File: src/rtl/poly_eval_if.sv
// poly_eval_if: valid/ready sample stream into poly_eval_pipe and result stream out of it.
// The slave view belongs to the evaluator, the master view to the source/sink around it.
interface poly_eval_if #(
    parameter int IN_W  = 32'sd10,
    parameter int OUT_W = 32'sd10
);
    logic             in_valid;
    logic             in_ready;
    logic [IN_W-1:0]  in_data;
    logic             out_valid;
    logic             out_ready;
    logic [OUT_W-1:0] out_data;
    logic             out_ovf;

    modport master (
        output in_valid, in_data, out_ready,
        input  in_ready, out_valid, out_data, out_ovf
    );

    modport slave (
        input  in_valid, in_data, out_ready,
        output in_ready, out_valid, out_data, out_ovf
    );
endinterface

File: src/rtl/poly_eval_pipe.sv
// poly_eval_pipe: f(x) = C3*x^3 + C2*x^2 + C1*x + C0 by Horner's rule, three multiply-add stages
// plus an output-format stage. Define POLY_SAT_EN to saturate overflowed samples instead of zeroing them.
module poly_eval_pipe #(
    parameter int        IN_W   = 32'sd10,
    parameter int        IN_F   = 32'sd7,
    parameter int        OUT_W  = 32'sd10,
    parameter int        OUT_F  = 32'sd6,
    parameter int        COEF_W = 32'sd12,
    parameter int        COEF_F = 32'sd9,
    parameter int        ACC_W  = 32'sd16,
    parameter int        ACC_F  = 32'sd10,
    parameter int signed C3     = 32'sd435,
    parameter int signed C2     = 32'sd0,
    parameter int signed C1     = 32'sd0,
    parameter int signed C0     = 32'sd512
) (
    input  logic       clk,
    input  logic       reset_n,
    poly_eval_if.slave stream
);
    // Wide enough for any stage product plus the added constant without loss.
    localparam int FW  = ACC_W + IN_W + COEF_W + 2;
    localparam int SH1 = COEF_F + IN_F - ACC_F;
    localparam int SHC = ACC_F - COEF_F;
    localparam int SHY = ACC_F - OUT_F;

    typedef logic signed [FW-1:0] wide_t;

    localparam wide_t ACC_HI = wide_t'((64'sd1 <<< (ACC_W - 1)) - 64'sd1);
    localparam wide_t ACC_LO = -ACC_HI - wide_t'(64'sd1);
    localparam wide_t OUT_HI = wide_t'((64'sd1 <<< (OUT_W - 1)) - 64'sd1);
    localparam wide_t OUT_LO = -OUT_HI - wide_t'(64'sd1);

    localparam logic signed [COEF_W-1:0] K3 = COEF_W'(C3);
    localparam logic signed [COEF_W-1:0] K2 = COEF_W'(C2);
    localparam logic signed [COEF_W-1:0] K1 = COEF_W'(C1);
    localparam logic signed [COEF_W-1:0] K0 = COEF_W'(C0);

    localparam wide_t C2_ACC = wide_t'(K2) <<< SHC;
    localparam wide_t C1_ACC = wide_t'(K1) <<< SHC;
    localparam wide_t C0_ACC = wide_t'(K0) <<< SHC;

    localparam logic [OUT_W-1:0] OUT_POS = {1'b0, {(OUT_W - 1){1'b1}}};
    localparam logic [OUT_W-1:0] OUT_NEG = {1'b1, {(OUT_W - 1){1'b0}}};

`ifdef POLY_SAT_EN
    localparam bit SAT_EN = 1'b1;
`else
    localparam bit SAT_EN = 1'b0;
`endif

    function automatic logic outside(input wide_t v, input wide_t lo, input wide_t hi);
        return (v < lo) || (v > hi);
    endfunction

    function automatic wide_t widen_acc(input logic [ACC_W-1:0] a);
        return wide_t'($signed(a));
    endfunction

    logic             v1_r, v2_r, v3_r, out_valid_r;
    logic [ACC_W-1:0] a1_r, a2_r, a3_r;
    logic [IN_W-1:0]  x1_r, x2_r;
    logic             o1_r, o2_r, o3_r, out_ovf_r;
    logic             n1_r, n2_r, n3_r;
    logic [OUT_W-1:0] out_data_r;

    logic             advance_s;
    wide_t            f1_s, f2_s, f3_s, fy_s;
    logic             ov1_s, ov2_s, ov3_s, ovy_s;
    logic             ovf_y_s, neg_y_s;
    logic [OUT_W-1:0] y_s;

    assign advance_s        = ~out_valid_r | stream.out_ready;
    assign stream.in_ready  = advance_s;
    assign stream.out_valid = out_valid_r;
    assign stream.out_data  = out_data_r;
    assign stream.out_ovf   = out_ovf_r;

    // Full-precision stage arithmetic, range checks and output formatting.
    always_comb begin
        f1_s    = ((wide_t'(K3) * wide_t'($signed(stream.in_data))) >>> SH1) + C2_ACC;
        f2_s    = ((widen_acc(a1_r) * wide_t'($signed(x1_r))) >>> IN_F) + C1_ACC;
        f3_s    = ((widen_acc(a2_r) * wide_t'($signed(x2_r))) >>> IN_F) + C0_ACC;
        fy_s    = widen_acc(a3_r) >>> SHY;
        ov1_s   = outside(f1_s, ACC_LO, ACC_HI);
        ov2_s   = outside(f2_s, ACC_LO, ACC_HI);
        ov3_s   = outside(f3_s, ACC_LO, ACC_HI);
        ovy_s   = outside(fy_s, OUT_LO, OUT_HI);
        ovf_y_s = o3_r | ovy_s;
        // Saturation direction follows the first stage that went out of range.
        neg_y_s = o3_r ? n3_r : fy_s[FW-1];
        if (ovf_y_s) begin
            y_s = SAT_EN ? (neg_y_s ? OUT_NEG : OUT_POS) : {OUT_W{1'b0}};
        end else begin
            y_s = fy_s[OUT_W-1:0];
        end
    end

    // Pipeline registers: all stages shift together on advance and hold otherwise.
    always_ff @(posedge clk) begin
        if (!reset_n) begin
            v1_r        <= 1'b0;
            v2_r        <= 1'b0;
            v3_r        <= 1'b0;
            out_valid_r <= 1'b0;
            a1_r        <= {ACC_W{1'b0}};
            a2_r        <= {ACC_W{1'b0}};
            a3_r        <= {ACC_W{1'b0}};
            x1_r        <= {IN_W{1'b0}};
            x2_r        <= {IN_W{1'b0}};
            o1_r        <= 1'b0;
            o2_r        <= 1'b0;
            o3_r        <= 1'b0;
            n1_r        <= 1'b0;
            n2_r        <= 1'b0;
            n3_r        <= 1'b0;
            out_ovf_r   <= 1'b0;
            out_data_r  <= {OUT_W{1'b0}};
        end else if (advance_s) begin
            v1_r        <= stream.in_valid;
            a1_r        <= f1_s[ACC_W-1:0];
            x1_r        <= stream.in_data;
            o1_r        <= ov1_s;
            n1_r        <= f1_s[FW-1];

            v2_r        <= v1_r;
            a2_r        <= f2_s[ACC_W-1:0];
            x2_r        <= x1_r;
            o2_r        <= o1_r | ov2_s;
            n2_r        <= o1_r ? n1_r : f2_s[FW-1];

            v3_r        <= v2_r;
            a3_r        <= f3_s[ACC_W-1:0];
            o3_r        <= o2_r | ov3_s;
            n3_r        <= o2_r ? n2_r : f3_s[FW-1];

            out_valid_r <= v3_r;
            out_data_r  <= y_s;
            out_ovf_r   <= ovf_y_s;
        end
    end
endmodule
File: src/flat_wrapper.sv
// flat-port wrapper written by rule: the top's interface ports become plain ports
module poly_eval_pipe_flat 
#(
    parameter int        IN_W   = 32'sd10,
    parameter int        IN_F   = 32'sd7,
    parameter int        OUT_W  = 32'sd10,
    parameter int        OUT_F  = 32'sd6,
    parameter int        COEF_W = 32'sd12,
    parameter int        COEF_F = 32'sd9,
    parameter int        ACC_W  = 32'sd16,
    parameter int        ACC_F  = 32'sd10,
    parameter int signed C3     = 32'sd435,
    parameter int signed C2     = 32'sd0,
    parameter int signed C1     = 32'sd0,
    parameter int signed C0     = 32'sd512
)
  (clk, reset_n, stream_in_valid, stream_in_data, stream_out_ready, stream_in_ready, stream_out_valid, stream_out_data, stream_out_ovf);
  poly_eval_if #(.IN_W(IN_W), .OUT_W(OUT_W)) stream_i ();
  input  logic clk;
  input  logic reset_n;
  input wire logic [$bits(stream_i.in_valid)-1:0] stream_in_valid;
  input wire logic [$bits(stream_i.in_data)-1:0] stream_in_data;
  input wire logic [$bits(stream_i.out_ready)-1:0] stream_out_ready;
  output wire logic [$bits(stream_i.in_ready)-1:0] stream_in_ready;
  output wire logic [$bits(stream_i.out_valid)-1:0] stream_out_valid;
  output wire logic [$bits(stream_i.out_data)-1:0] stream_out_data;
  output wire logic [$bits(stream_i.out_ovf)-1:0] stream_out_ovf;
  assign stream_i.in_valid = stream_in_valid;
  assign stream_i.in_data = stream_in_data;
  assign stream_i.out_ready = stream_out_ready;
  assign stream_in_ready = stream_i.in_ready;
  assign stream_out_valid = stream_i.out_valid;
  assign stream_out_data = stream_i.out_data;
  assign stream_out_ovf = stream_i.out_ovf;
  poly_eval_pipe #(.IN_W(IN_W), .IN_F(IN_F), .OUT_W(OUT_W), .OUT_F(OUT_F), .COEF_W(COEF_W), .COEF_F(COEF_F), .ACC_W(ACC_W), .ACC_F(ACC_F), .C3(C3), .C2(C2), .C1(C1), .C0(C0)) u_core (.clk(clk), .reset_n(reset_n), .stream(stream_i));
endmodule
File: config.mk
export PLATFORM = sky130hd
export DESIGN_NAME = poly_eval_pipe_flat
export DESIGN_NICKNAME = d
export VERILOG_FILES = /design/src/rtl/poly_eval_if.sv /design/src/rtl/poly_eval_pipe.sv /design/src/flat_wrapper.sv
export SDC_FILE = /design/constraint.sdc
export NUM_CORES = 1
export LEC_CHECK = 0
export ABC_AREA = 1
export CAP_MARGIN = 30
export CORE_ASPECT_RATIO = 1.4
export CORE_MARGIN = 4
export CORE_UTILIZATION = 50
export CTS_BUF_LIST = sky130_fd_sc_hd__clkbuf_4 sky130_fd_sc_hd__clkbuf_8 sky130_fd_sc_hd__clkbuf_16
export DETAILED_ROUTE_END_ITERATION = 10
export GPL_TIMING_DRIVEN = 0
export PLACE_DENSITY_LB_ADDON = 0.12
export RECOVER_POWER = 100
export SLEW_MARGIN = 5
export SYNTH_ARGS = -nofsm -noshare
export SYNTH_HDL_FRONTEND = slang
export SYNTH_SLANG_ARGS = --single-unit
File: constraint.sdc
create_clock -name clk -period 11.61 [get_ports clk]
set_input_delay 3.483 -clock clk [delete_from_list [all_inputs] [get_ports clk]]
set_output_delay 3.483 -clock clk [all_outputs]
set_load 0.05 [all_outputs]
==> flow_metrics.py <==
metrics = {
    "status": {
        "outcome": "complete, no violations",
    },
    "floorplanning": {
        "start_util_pct": 50.70,
        "rows": 78,
        "io_pins": 27,
        "core_area_sq_um": 32400,
        "dieArea_sq_um": 35860,
        "dieHeight_um": 222.5,
        "die_w_um": 161.2,
    },
    "synth": {
        "seq_area_frac_synth_pct": 9.628,
        "synth_edf_count": 0,
        "ys_types": 47,
        "async_flop_share_pct": 0,
        "syn_area_per_cell_sq_um": 7.636,
        "synth_cells": 2151,
        "ys_seq_elements": 79,
        "synth-main-ff-cell": "dfxtp_1",
        "yosys_warnings": 0,
        "syn-num-nets": 2620,
        "syn_area_sq_um": 16430,
    },
    "global_routing": {
        "globalRouteOverflowTotal": 0,
        "grt_pass1_wl_um": 73820,
        "grt_max_degree": 17,
        "grt_usage_pct": 25.80,
        "grt_pass1_vias": 14500,
        "antenna_found_initial": 0,
    },
    "finish": {
        "syn2layout_area_growth_pct": 6.589,
        "final_cell_mix": "555 x inv_1, 510 x nand2_1, 285 x fa_1",
        "utilization_pct": 54.04,
        "drive_gt1_share_pct": 3.786,
        "layout_commonest_cell": "inv_1",
        "fillers": 3215,
        "num-nets-final": 2656,
    },
    "clock_network": {
        "clockRootBuffer": "clkbuf_16",
        "post_cts_buffers": 0,
        "cts_tree": "built",
        "cts-hold-fix-buffers": 0,
        "clk_latency_ns": 0.35,
        "cts_sinks": 79,
        "cts_max_level": 3,
        "clk_pin_slew_worst_paths_ns": 0.07,
        "max-clock-path-buffers": 2,
        "ctsResizeCount": 0,
        "cts_made_buffers": 9,
    },
    "worst_setup_path": {
        "crit_fanout": 11,
        "worstSetupStartpointType": "input port",
        "crit_type": "input port to output port",
        "worstPathArrival_ns": 6.49,
        "worstReg2RegStart": "u_core.x2_r[1]$_SDFFE_PN0P_",
        "critPathLaunch": "stream_out_ready",
        "end_kind": "output port",
        "cp.required_ns": 8.13,
    },
    "power": {
        "ir_worst_vdd_mv": 0.1611,
        "power.internal_mw": 1.466,
        "swShare_pct": 55.49,
        "p_switching_mw": 1.828,
        "power_frac_comb_pct": 77.9,
        "finalPower_mw": 3.294,
        "p_seq_share_pct": 12.1,
        "p_leak_nw": 10.16,
        "power.density_nw_per_um2": 188.1,
        "clkPwrFrac_pct": 9.9,
    },
    "timing": {
        "finClkSkew_ns": 0.01333,
        "period_share_pct": 85.89,
        "finalSetupTns_ns": 0,
        "fin_ws_ns": 1.638,
        "tightestPinTransition_ns": 0.7964,
        "rsz0062_at_grt": "no",
        "finalSetupViolations": 0,
        "period_minus_slack_ns": 9.972,
        "slew_headroom_pct": 46.91,
        "final-hold-violation-count": 0,
        "fmax_ghz": 0.1003,
        "slew_viol_final": 0,
    },
    "drt": {
        "wl_um": 43990,
        "wire_per_inst_um": 16.71,
        "dr.pass1.iters": 5,
        "vias": 13460,
        "via_per_inst": 5.112,
        "drt_iter0_markers": 727,
        "ant_nets": 0,
        "drc": 0,
    },
    "place": {
        "pre_cts_slack_ns": 1.851,
        "place_hpwl_um": 37750,
        "gp_congestion": 0.9865,
        "numPortBuffers": 25,
    },
    "hold_path": {
        "worstHoldPathType": "register to register",
        "worstHoldStart": "u_core.a3_r[10]$_SDFFE_PN0P_",
    },
    "flow_run": {
        "drv_cap": 0,
    },
}
-- logic make-up after synthesis --
| kind of cell | after synthesis | synth area share, % |
|---|---|---|
| AOI/OAI and AO/OA | 206 | 7.168 |
| xor gates and xnor gates | 42 | 2.285 |
| adders and majority gates | 455 | 47.68 |
| buffers and inverters | 652 | 15.03 |
| DFF | 79 | 9.628 |
| and+or+nand+nor | 717 | 18.21 |
-- path summary, 6_finish.rpt --
check / cells after the start / slack (ns) / end
max: 6 / 1.64 / stream_in_ready
min: 2 / 0.46 / u_core.stream.out_data[6]$_SDFFE_PN0P_
min reg2reg: 2 / 0.46 / u_core.stream.out_data[6]$_SDFFE_PN0P_
max reg2reg: 29 / 4.41 / u_core.o3_r$_SDFFE_PN0P_
-- flip-flops by register name (all words and copies together), names as in the netlist, 10 cells and up --
signal                  flops
u_core.a2_r                16
u_core.a1_r                14
u_core.a3_r                12
u_core.stream.out_data     10
u_core.x1_r                10
u_core.x2_r                10
-- final cells by class --
class / count / area, sq um / area share [%]
multi-input combinational: 1420 / 12320 / 70.36
inverter: 570 / 2141 / 12.23
sequential: 79 / 1582 / 9.033
tap: 440 / 550.5 / 3.144
buffer: 82 / 324.1 / 1.851
timing repair buffer: 25 / 250.2 / 1.429
clock buffer: 9 / 225.2 / 1.286
clock inverter: 7 / 113.9 / 0.6503
antenna: 1 / 2.502 / 0.01429
-- synth_stat cells, drive strengths merged, types with 3 or more instances --
library cell / number / share of area (%)
xnor2: 16 / 0.85
nor2: 109 / 2.7
clkbuf: 75 / 1.7
ha: 170 / 13
nand2: 521 / 12
o21ai: 74 / 2.3
nor3: 12 / 0.46
a21oi: 88 / 2.8
a21o: 5 / 0.23
a211oi: 3 / 0.14
o211ai: 18 / 0.82
xor2: 26 / 1.4
or2: 22 / 0.84
dfxtp: 79 / 9.6
o21bai: 8 / 0.39
nand4: 13 / 0.50
fa: 285 / 35
a31oi: 4 / 0.15
nand3b: 5 / 0.25
inv: 566 / 13
clkinv: 4 / 0.099
buf: 7 / 0.28
nand3: 30 / 0.91
nor4: 3 / 0.11
-- routing by layer --
metal	track usage [%]	routed length (um)	share of wire, %	up-vias
met4	11.07	2291	5.2	0
met5	0	0	0	-
li1	-	-	-	6394
met3	1.874	1558	3.5	130
met1	29.37	16370	37	6616
met2	49.15	23760	54	320
-- power by group through the flow --
stage	registers [mW]	logic, mW	clock network (mW)
5_1_grt	0.406	2.94	0.341
2_1_floorplan	0.409	1.89	0
3_5_place_dp	0.403	2.60	0
4_1_cts	0.398	2.62	0.331
3_3_place_gp	0.402	2.55	0
6_report	0.399	2.57	0.327
-- stage by stage --
step | instances | area (sq um) | hold WS, ns
finish | 2633 | 17510 | 0.4609
global route | 2632 | 17510 | 0.4595
CTS | 2632 | 17570 | 0.4602
detailed placement | 2616 | 17230 | 0.4572
global placement | 2616 | 17230 | 0.4525
floorplan | 2151 | 16430 | 0.4378
-- critical path: stages --
cell	delay (ns)
dlygate4sd3_1	0.53
nor2_1	0.49
clkinv_1	0.34
clkbuf_1	0.34
clkbuf_1	0.41
dlygate4sd3_1	0.89
Note: power is estimated with default switching activity, not from simulation.
